`src/rtl/seg_disp_scheduler_pkg.sv`:
```
// Shared types and constants for the display scheduler: FSM states, source codes
// reported on cur_src, and the largest value the 6-digit display can show.
package seg_sched_pkg;

    typedef enum logic [1:0] {
        ST_IDLE  = 2'd0,
        ST_SHOW0 = 2'd1,
        ST_SHOW1 = 2'd2,
        ST_ALERT = 2'd3
    } state_t;

    localparam logic [1:0] SRC_IDLE  = 2'd0;
    localparam logic [1:0] SRC_CH0   = 2'd1;
    localparam logic [1:0] SRC_CH1   = 2'd2;
    localparam logic [1:0] SRC_ALERT = 2'd3;

    localparam logic [19:0] DISP_MAX = 20'd999999;

    function automatic logic [1:0] src_of(input state_t s);
        logic [1:0] src;
        case (s)
            ST_SHOW0: src = SRC_CH0;
            ST_SHOW1: src = SRC_CH1;
            ST_ALERT: src = SRC_ALERT;
            default:  src = SRC_IDLE;
        endcase
        return src;
    endfunction

    // Preferred channel first, then the other one; SRC_IDLE as preference favours ch0.
    function automatic state_t return_state(input logic [1:0] pref, input logic v0, input logic v1);
        state_t s;
        if (pref == SRC_CH1)
            s = v1 ? ST_SHOW1 : (v0 ? ST_SHOW0 : ST_IDLE);
        else
            s = v0 ? ST_SHOW0 : (v1 ? ST_SHOW1 : ST_IDLE);
        return s;
    endfunction

endpackage

```
`src/rtl/seg_disp_scheduler_ms_tick.sv`:
```
// Free-running prescaler producing a one-cycle pulse every millisecond.
module ms_tick_gen #(
    parameter int CLK_FREQ_HZ = 50_000_000
) (
    input  logic sys_clk,
    input  logic sys_rst,
    output logic tick
);
    localparam int DIV = CLK_FREQ_HZ / 1000;
    localparam int CW  = (DIV > 1) ? $clog2(DIV) : 1;

    logic [CW-1:0] cnt_reg;
    logic          tick_reg;

    always_ff @(posedge sys_clk or posedge sys_rst) begin
        if (sys_rst) begin
            cnt_reg  <= '0;
            tick_reg <= 1'b0;
        end else begin
            tick_reg <= (cnt_reg == CW'(DIV - 1));
            cnt_reg  <= (cnt_reg == CW'(DIV - 1)) ? '0 : cnt_reg + 1'b1;
        end
    end

    assign tick = tick_reg;

endmodule

```
`src/rtl/seg_disp_scheduler.sv`:
```
// Shares one 6-digit display between two round-robin data channels and a blinking,
// preempting alert source. Outputs are registered from the next state and live inputs.
module seg_disp_scheduler
    import seg_sched_pkg::*;
#(
    parameter int CLK_FREQ_HZ = 50_000_000,
    parameter int DWELL_MS    = 2000,
    parameter int ALERT_MS    = 3000,
    parameter int BLINK_MS    = 250
) (
    input  logic        sys_clk,
    input  logic        sys_rst,
    input  logic [19:0] ch0_data,
    input  logic [5:0]  ch0_dp,
    input  logic        ch0_sign,
    input  logic        ch0_vld,
    input  logic [19:0] ch1_data,
    input  logic [5:0]  ch1_dp,
    input  logic        ch1_sign,
    input  logic        ch1_vld,
    input  logic [19:0] alert_data,
    input  logic [5:0]  alert_dp,
    input  logic        alert_sign,
    input  logic        alert_req,
    output logic [19:0] data,
    output logic [5:0]  dp,
    output logic        sign,
    output logic        seg_en,
    output logic [1:0]  cur_src
);
    localparam int TW = 16;

    logic           tick;
    logic           alert_req_reg;
    logic           alert_edge;
    state_t         state_reg, state_next;
    logic [1:0]     ret_reg, ret_next;
    logic [TW-1:0]  dwell_cnt_reg, alert_cnt_reg, blink_cnt_reg;
    logic           dwell_done, alert_done, blink_done;
    logic           clr_dwell, alert_start;
    logic [19:0]    sel_data;
    logic [5:0]     sel_dp;
    logic           sel_sign, seg_en_next;
    logic [19:0]    data_reg;
    logic [5:0]     dp_reg;
    logic           sign_reg, seg_en_reg;
    logic [1:0]     cur_src_reg;

    ms_tick_gen #(.CLK_FREQ_HZ(CLK_FREQ_HZ)) u_tick (
        .sys_clk (sys_clk),
        .sys_rst (sys_rst),
        .tick    (tick)
    );

    assign alert_edge = alert_req & ~alert_req_reg;
    assign dwell_done = tick && (dwell_cnt_reg == TW'(DWELL_MS - 1));
    assign alert_done = tick && (alert_cnt_reg == TW'(ALERT_MS - 1));
    assign blink_done = tick && (blink_cnt_reg == TW'(BLINK_MS - 1));

    // Decision order: alert edge, then own-valid drop, then dwell expiry.
    always_comb begin
        state_next  = state_reg;
        ret_next    = ret_reg;
        clr_dwell   = 1'b0;
        alert_start = 1'b0;
        if (alert_edge) begin
            state_next  = ST_ALERT;
            alert_start = 1'b1;
            if (state_reg != ST_ALERT)
                ret_next = src_of(state_reg);
        end else begin
            case (state_reg)
                ST_IDLE:  state_next = return_state(SRC_CH0, ch0_vld, ch1_vld);
                ST_SHOW0: begin
                    if (!ch0_vld)
                        state_next = ch1_vld ? ST_SHOW1 : ST_IDLE;
                    else if (dwell_done) begin
                        clr_dwell = 1'b1;
                        if (ch1_vld)
                            state_next = ST_SHOW1;
                    end
                end
                ST_SHOW1: begin
                    if (!ch1_vld)
                        state_next = ch0_vld ? ST_SHOW0 : ST_IDLE;
                    else if (dwell_done) begin
                        clr_dwell = 1'b1;
                        if (ch0_vld)
                            state_next = ST_SHOW0;
                    end
                end
                ST_ALERT: begin
                    if (alert_done)
                        state_next = return_state(ret_reg, ch0_vld, ch1_vld);
                end
                default:  state_next = ST_IDLE;
            endcase
        end
        if (state_next != state_reg)
            clr_dwell = 1'b1;
    end

    always_comb begin
        sel_data    = '0;
        sel_dp      = '0;
        sel_sign    = 1'b0;
        seg_en_next = 1'b0;
        case (state_next)
            ST_SHOW0: begin
                sel_data = ch0_data; sel_dp = ch0_dp; sel_sign = ch0_sign; seg_en_next = 1'b1;
            end
            ST_SHOW1: begin
                sel_data = ch1_data; sel_dp = ch1_dp; sel_sign = ch1_sign; seg_en_next = 1'b1;
            end
            ST_ALERT: begin
                sel_data    = alert_data; sel_dp = alert_dp; sel_sign = alert_sign;
                seg_en_next = alert_start ? 1'b1 : (blink_done ? ~seg_en_reg : seg_en_reg);
            end
            default: ;
        endcase
    end

    always_ff @(posedge sys_clk or posedge sys_rst) begin
        if (sys_rst) begin
            state_reg     <= ST_IDLE;
            ret_reg       <= SRC_IDLE;
            alert_req_reg <= 1'b0;
            dwell_cnt_reg <= '0;
            alert_cnt_reg <= '0;
            blink_cnt_reg <= '0;
            data_reg      <= '0;
            dp_reg        <= '0;
            sign_reg      <= 1'b0;
            seg_en_reg    <= 1'b0;
            cur_src_reg   <= SRC_IDLE;
        end else begin
            state_reg     <= state_next;
            ret_reg       <= ret_next;
            alert_req_reg <= alert_req;

            if (clr_dwell)
                dwell_cnt_reg <= '0;
            else if (tick)
                dwell_cnt_reg <= dwell_cnt_reg + 1'b1;

            if (alert_start)
                alert_cnt_reg <= '0;
            else if (tick && state_reg == ST_ALERT)
                alert_cnt_reg <= alert_cnt_reg + 1'b1;

            if (alert_start || blink_done)
                blink_cnt_reg <= '0;
            else if (tick && state_reg == ST_ALERT)
                blink_cnt_reg <= blink_cnt_reg + 1'b1;

            data_reg    <= (sel_data > DISP_MAX) ? DISP_MAX : sel_data;
            dp_reg      <= sel_dp;
            sign_reg    <= sel_sign;
            seg_en_reg  <= seg_en_next;
            cur_src_reg <= src_of(state_next);
        end
    end

    assign data    = data_reg;
    assign dp      = dp_reg;
    assign sign    = sign_reg;
    assign seg_en  = seg_en_reg;
    assign cur_src = cur_src_reg;

endmodule

```
`config.mk`:
```
export PLATFORM = sky130hd
export DESIGN_NAME = seg_disp_scheduler
export DESIGN_NICKNAME = d
export VERILOG_FILES = /design/src/rtl/seg_disp_scheduler_pkg.sv /design/src/rtl/seg_disp_scheduler_ms_tick.sv /design/src/rtl/seg_disp_scheduler.sv
export SDC_FILE = /design/constraint.sdc
export NUM_CORES = 1
export LEC_CHECK = 0
export BUFFER_PORTS_ARGS = -buffer_cell sky130_fd_sc_hd__buf_4
export CAP_MARGIN = 25
export CORE_MARGIN = 4
export CORE_UTILIZATION = 55
export DETAILED_ROUTE_END_ITERATION = 16
export MAX_ROUTING_LAYER = met4
export PLACE_DENSITY = 0.81
export SYNTH_ARGS = -nofsm -noshare
export SYNTH_HDL_FRONTEND = slang
export SYNTH_SLANG_ARGS = --single-unit
```
`constraint.sdc`:
```
create_clock -name sys_clk -period 4.35 [get_ports sys_clk]
set_input_delay 0.435 -clock sys_clk [delete_from_list [all_inputs] [get_ports sys_clk]]
set_output_delay 0.435 -clock sys_clk [all_outputs]
set_load 0.01 [all_outputs]
```
-- Word level (Yosys, flattened, before mapping)
Index checks and enable logic that the tools add are counted.
- word-level logic and storage cells: 83
- bits in registers: 100
- output and inout port bits: 30
- input port bits: 86
- multiplexer cells: 37
- reductions and logical operators: 11
- eq/ne operators: 14
- add/sub/neg operators: 4
- order comparisons: 1
- bitwise gates (word level): 3
- operators by type and width (operator ; count):
    16-bit 2-to-1 mux ; 7
    16-bit by 1-bit adder with 16-bit output, second input constant ; 4
    20-bit case mux with 3 select lines ; 1
    2-bit 2-to-1 mux ; 12
    20-bit greater-than comparator, second input constant ; 1
    20-bit 2-to-1 mux ; 1
    6-bit case mux with 3 select lines ; 1
    16-bit by 11-bit == test with 1-bit output, second input constant ; 1
    16-bit by 12-bit == test with 1-bit output, second input constant ; 1
    16-bit == test, second input constant ; 1
    16-bit by 8-bit == test with 1-bit output, second input constant ; 1
    2-bit case mux with 3 select lines ; 2
    2-bit == test, second input constant ; 5
    1-bit 2-to-1 mux ; 9
    2-bit case mux with 4 select lines ; 1
    2-bit nonzero test ; 3
    2-bit by 1-bit == test with 1-bit output, second input constant ; 2
    1-bit logical AND ; 4
    1-bit case mux with 2 select lines ; 2
    3-bit inequality test, second input constant ; 1
    1-bit case mux with 3 select lines ; 1
    2-bit zero test ; 1
    2-bit inequality test ; 1
    2-bit inequality test, second input constant ; 1
    other kinds (5) ; 6

-- Longest topological paths before layout
- depth after elaboration: 10
- depth in mapped cells: 16
- mapped depth without buffers: 14

-- Hierarchy
Synthesis repeated with hierarchy kept, for this count alone.
- cell total of the unflattened synthesis: 504
- area total of the unflattened synthesis: 5248.8 um^2
- by module, submodules not included (module ; sequential area each (um^2) ; cells an instance ; area each (um^2) ; instances):
    seg_disp_scheduler ; 2077.0 ; 435 ; 4466.8 ; 1
    ms_tick_gen ; 425.4 ; 69 ; 782.0 ; 1

-- Worst setup path before layout
OpenSTA, ideal clock, no wires.
- kind: register to register
- from: reg alert_cnt_reg[0]
- to: reg data_reg[0] (netlist: data[0])
- clock period less this slack: 3.800 ns
- buffers on the path: 2
- cell stages (with the launch flop): 16
- slack: 0.550 ns
- library setup time: 0.145 ns
- required time: 4.205 ns
- arrival: 3.655 ns
- cell sequence: dfrtp_1 > ha_1 > or4bb_1 > or4_1 > o32ai_4 > nor2_1 > a21o_1 > ha_1 > clkbuf_1 > clkbuf_1 > a222oi_1 > nor2_1 > a21oi_1 > nor2_1 > o21bai_1 > o21ai_0
- longest elaborated chain between the ends: 9
- elaborated cells between the ends (all ways): 11
- classes of those cells: 1 x order compare; 4 x eq/ne; 5 x mux; 1 x reduce/logical
- RTL lines (item ; line ; source):
    start, declared ; seg_disp_scheduler.sv:38 ; logic [TW-1:0] dwell_cnt_reg, alert_cnt_reg, blink_cnt_reg;
    start signal, assigned ; seg_disp_scheduler.sv:149 ; alert_cnt_reg <= alert_cnt_reg + 1'b1;
    16-bit by 12-bit == test with 1-bit output (*) ; seg_disp_scheduler.sv:57 ; assign alert_done = tick && (alert_cnt_reg == TW'(ALERT_MS - 1));
    1-bit logical AND (*) ; seg_disp_scheduler.sv:57 ;
    2-bit 2-to-1 mux (*) ; seg_disp_scheduler.sv:93 ; if (alert_done)
    2-bit case mux with 4 select lines (*) ; seg_disp_scheduler.sv:72 ; case (state_reg)
    2-bit 2-to-1 mux (*) ; seg_disp_scheduler.sv:66 ; if (alert_edge) begin
    2-bit == test / 2-bit by 1-bit == test with 1-bit output (equally long branches) ; seg_disp_scheduler.sv:108 ; case (state_next)
    20-bit case mux with 3 select lines (*) ; seg_disp_scheduler.sv:108 ;
    20-bit greater-than comparator ; seg_disp_scheduler.sv:156 ; data_reg <= (sel_data > DISP_MAX) ? DISP_MAX : sel_data;
    20-bit 2-to-1 mux (*) ; seg_disp_scheduler.sv:156 ;
    end signal, assigned ; seg_disp_scheduler.sv:156 ;
    end, declared ; seg_disp_scheduler.sv:44 ; logic [19:0] data_reg;
Mark *: on every way between the ends. The rest lies on a longest branch, timed or not.
A chain may end at the register's enable or synchronous reset.

-- Worst setup path after layout
- from: reg alert_cnt_reg[0]
- to: reg data_reg[4] (netlist: data[4])
Same word-level chain as after synthesis.

==> results.rst <==
.. list-table::
   :header-rows: 1

   * - Metric
     - Value
   * - Die area
     - around 11000 sq um
   * - Proportion of netlist area held by the largest area contributor
     - 47.2%
   * - Post-route DRC violation count
     - 0
   * - Average vias per placed instance
     - 5.75
   * - Flop and latch count out of synthesis
     - 100
   * - Total I/O pin count
     - 116
   * - Final worst path period share
     - between 90% and 100%
   * - Biggest area consumer among synthesized cells
     - dfrtp_1
   * - DIE WIDTH
     - between 100 and 150 um
   * - Prevailing post-synth register cell
     - dfrtp_1
   * - Syn-to-layout area delta
     - 21.1%
   * - Global routing usage summed across all routing layers
     - a little under a quarter
   * - Latest clock arrival within the worst-skew pair
     - 0.36 ns
   * - Post-Syn Instances
     - 513
   * - Remaining antenna violation count
     - 0
   * - Post-Synth Simple-Gate Area
     - about 22%
   * - Via total after detailed routing
     - ~4300
   * - HPWL reported at the end of detailed placement
     - 9040 um
   * - Diodes inserted
     - 0
   * - Worst Path Required
     - between 4 and 5 ns
   * - Max-cap viol count
     - 0
   * - Met1 capacity usage during global routing
     - 29.1%
   * - Standard-cell row count
     - 35
   * - PD cells
     - 502 nW/um^2
   * - Hold Vio Cnt, Final
     - 0
   * - Fraction of synthesized area in multiplexers
     - 0.590%
   * - Die height
     - between 100 and 150 um
   * - Post-Synthesis Net Count
     - ~610
   * - Routability congestion estimate from global placement
     - slightly below 0.9
   * - Hold buffer count at cts
     - 0
   * - Fraction of layout cells with a size suffix above 1
     - 27.8%
   * - Grt peak-use layer
     - met2
   * - Maximum fanout count along the critical path
     - 9
   * - Met2 Resource Use GR
     - between 30% and 40%
   * - Number of global-route vias before repair
     - between 4000 and 5000
   * - Class of the worst hold path
     - input port to flop
   * - Met3 Use GR
     - 4.43%
   * - Relative slew slack
     - between 30% and 40%
   * - Worst Path Arrival
     - between 4 and 5 ns
   * - Number of sinks driven by the clock tree
     - 100
   * - Clk slew on worst S/H paths
     - around 0.1 ns
   * - Total count of max-transition violations in the final report
     - 0
   * - Crit path capture type
     - flop
   * - Level count of the clock H-tree
     - 3
   * - CTS Buffer Depth
     - 2
   * - Total power of the final layout
     - approximately 0.0032 W
   * - Overflow left after global routing
     - 0
   * - Main combinational cell family by area after synthesis
     - simple AND/OR/NAND/NOR gates
   * - Kind of critical path
     - flop to flop
   * - Unrepaired setup endpoints after global routing
     - false
   * - Worst Tran Pin Value
     - roughly 0.93 ns
   * - Clk Tree Root Cell
     - clkbuf_8
   * - Count of flip-flops with a built-in enable after synthesis
     - 0
   * - Warnings, synthesis
     - 0
   * - Critical Path Source Type
     - flop
   * - Pin count of the biggest net entering global routing
     - 70
   * - Accumulated negative setup slack
     - 0 ns
   * - Share of flip-flops with an asynchronous set or reset after synthesis
     - 100%
   * - Final Critical Period
     - just over 4 ns
   * - Max reg flops
     - 20
   * - Largest voltage drop on the vdd net
     - just over 0.5 mV
   * - Library cell with the highest instance count after synthesis
     - dfrtp_1
   * - Post-layout net count
     - ~720
   * - Cts bufs inserted
     - 9
   * - First-pass iteration count of the detailed router
     - 6
   * - Finish-stage setup viols
     - 0
   * - Global-route wire length before repair
     - a little over 20000 um
   * - CTS tree
     - built
   * - Worst clock skew
     - 0.0199 ns
   * - Mean routed wirelength per cell
     - 16.1 um
   * - Highest Clock Rate
     - around 0.25 GHz
   * - Total core area
     - 9330 sq um
   * - Static Leak
     - just under 3 nW
   * - Number of distinct library cell variants in the gate-level netlist after synthesis
     - 60
   * - Layout filler cell count
     - a little under 700
   * - Initial core utilization
     - 56.8%
   * - Result of the run
     - finished clean
   * - Antenna violations before repair
     - 0
   * - Average footprint of a synthesized cell
     - about 10 sq um
   * - Number of DRC markers in iteration 0
     - around 240
   * - Synth Area in XOR/XNOR
     - 9.45%
   * - Total Wirelength
     - between 10000 and 15000 um
   * - Sequential cell area fraction in the yosys report
     - a little under half
   * - Buffers added on ports
     - about 120
   * - List of most frequent post-synthesis cells
     - dfrtp_1 (100), nor2_1 (62), nand2_1 (44)
   * - Netlist area before placement
     - roughly 5300 sq um
   * - Post-Synth Adder-Cell Area
     - 3.31%
   * - Synth Area in Compound Gates
     - 13.7%
   * - Top cells by area, synth
     - dfrtp_1 (47%), xor2_1 (5.8%), a222oi_1 (5.1%)
what timing repair did:
action                     CTS  global route
resized for setup            0             3
buffers inserted             0             0
setup endpoints to repair    0            15
logic make-up after synthesis:
group	after synthesis
buffers and inverters	36
AO/OA/AOI/OAI	85
multiplexers	3
AND/OR/NAND/NOR	220
flip-flops	100
XOR/XNOR	55
adder cells (fa/ha/maj)	14
area by class of cell:
class                   instances  area (sq um)  share of cell area (%)
clock inverters                 5          37.5                   0.585
inverters                      11          48.8                   0.761
flip-flops and latches        100          2500                    39.0
repair buffers                123           923                    14.4
well taps                     129           161                    2.52
multi-input cells             377          2620                    40.8
clock buffers                  10           128                    1.99
metal layers:
metal  wire [um]  share of wire [%]
met5           0                  0
met1        5180                 43
met2        6140                 50
met3         722                5.9
met4         139                1.1
critical path: stages (launching register included):
cell	delay, ns
dfrtp_1	0.42
ha_1	0.21
or4bb_1	0.47
or4_1	0.58
o32ai_4	0.35
nor2_1	0.10
a21o_1	0.20
ha_1	0.30
a222oi_1	0.46
a41oi_1	0.18
a21oi_1	0.15
nor2_1	0.08
o21bai_2	0.24
o21ai_0	0.15
per-stage QoR:
step	cell area, sq um	hold slack, ns	utilization (%)	cells	setup slack [ns]
after global routing	6420	0.172	68.8	755	0.0261
after CTS	6410	0.189	68.7	755	0.163
after detailed placement	6240	0.488	66.9	740	0.187
after global placement	6240	0.467	66.9	740	0.372
after floorplan	5300	0.448	-	513	0.550
final	6420	0.203	68.8	755	0.303
placed cells by master (no fill, tap or decap), types with 3 or more instances in the layout:
| master | netlist | layout |
|---|---|---|
| a21oi_1 | 5 | 5 |
| dfrtp_1 | 100 | 100 |
| o21ai_0 | 19 | 19 |
| nor2_1 | 62 | 62 |
| ha_1 | 14 | 12 |
| nand4_1 | 15 | 15 |
| nor4b_1 | 3 | 3 |
| or4_1 | 3 | 3 |
| nor4_1 | 5 | 5 |
| xor2_1 | 35 | 35 |
| nor3_2 | 10 | 10 |
| a222oi_1 | 27 | 27 |
| nand2b_1 | 4 | 4 |
| and4_1 | 5 | 5 |
| o211ai_1 | 7 | 7 |
| and3_1 | 7 | 7 |
| xnor2_1 | 19 | 19 |
| nand3_1 | 18 | 18 |
| clkbuf_8 | 1 | 9 |
| a21o_1 | 5 | 5 |
| and2_1 | 3 | 3 |
| nor3_1 | 20 | 20 |
| nor2b_1 | 3 | 3 |
| or3_1 | 3 | 3 |
| or2_2 | 3 | 3 |
| buf_4 | 0 | 123 |
| inv_1 | 10 | 9 |
| nand2_1 | 44 | 44 |
| a211o_2 | 3 | 3 |
final timing paths:
path / slack, ns / to / from / depth (start not counted)
max reg2reg: 0.30 / data[4]$_DFF_PP0_ / alert_cnt_reg[0]$_DFFE_PP0P_ / 13
max: 0.30 / data[4]$_DFF_PP0_ / alert_cnt_reg[0]$_DFFE_PP0P_ / 13
max in group asynchronous: 3.16 / dwell_cnt_reg[15]$_DFFE_PP0P_ / sys_rst / 3
min reg2reg: 0.49 / u_tick.cnt_reg[15]$_DFF_PP0_ / u_tick.cnt_reg[15]$_DFF_PP0_ / 1
min: 0.20 / alert_req_reg$_DFF_PP0_ / alert_req / 1
min in group asynchronous: 0.23 / blink_cnt_reg[3]$_DFFE_PP0P_ / sys_rst / 2
power breakdown:
group	switching [W]	internal (W)
sequential	0.0000711	0.00107
clock	0.000318	0.000208
combinational	0.000890	0.000660
Power figures use the tool's default switching activity.
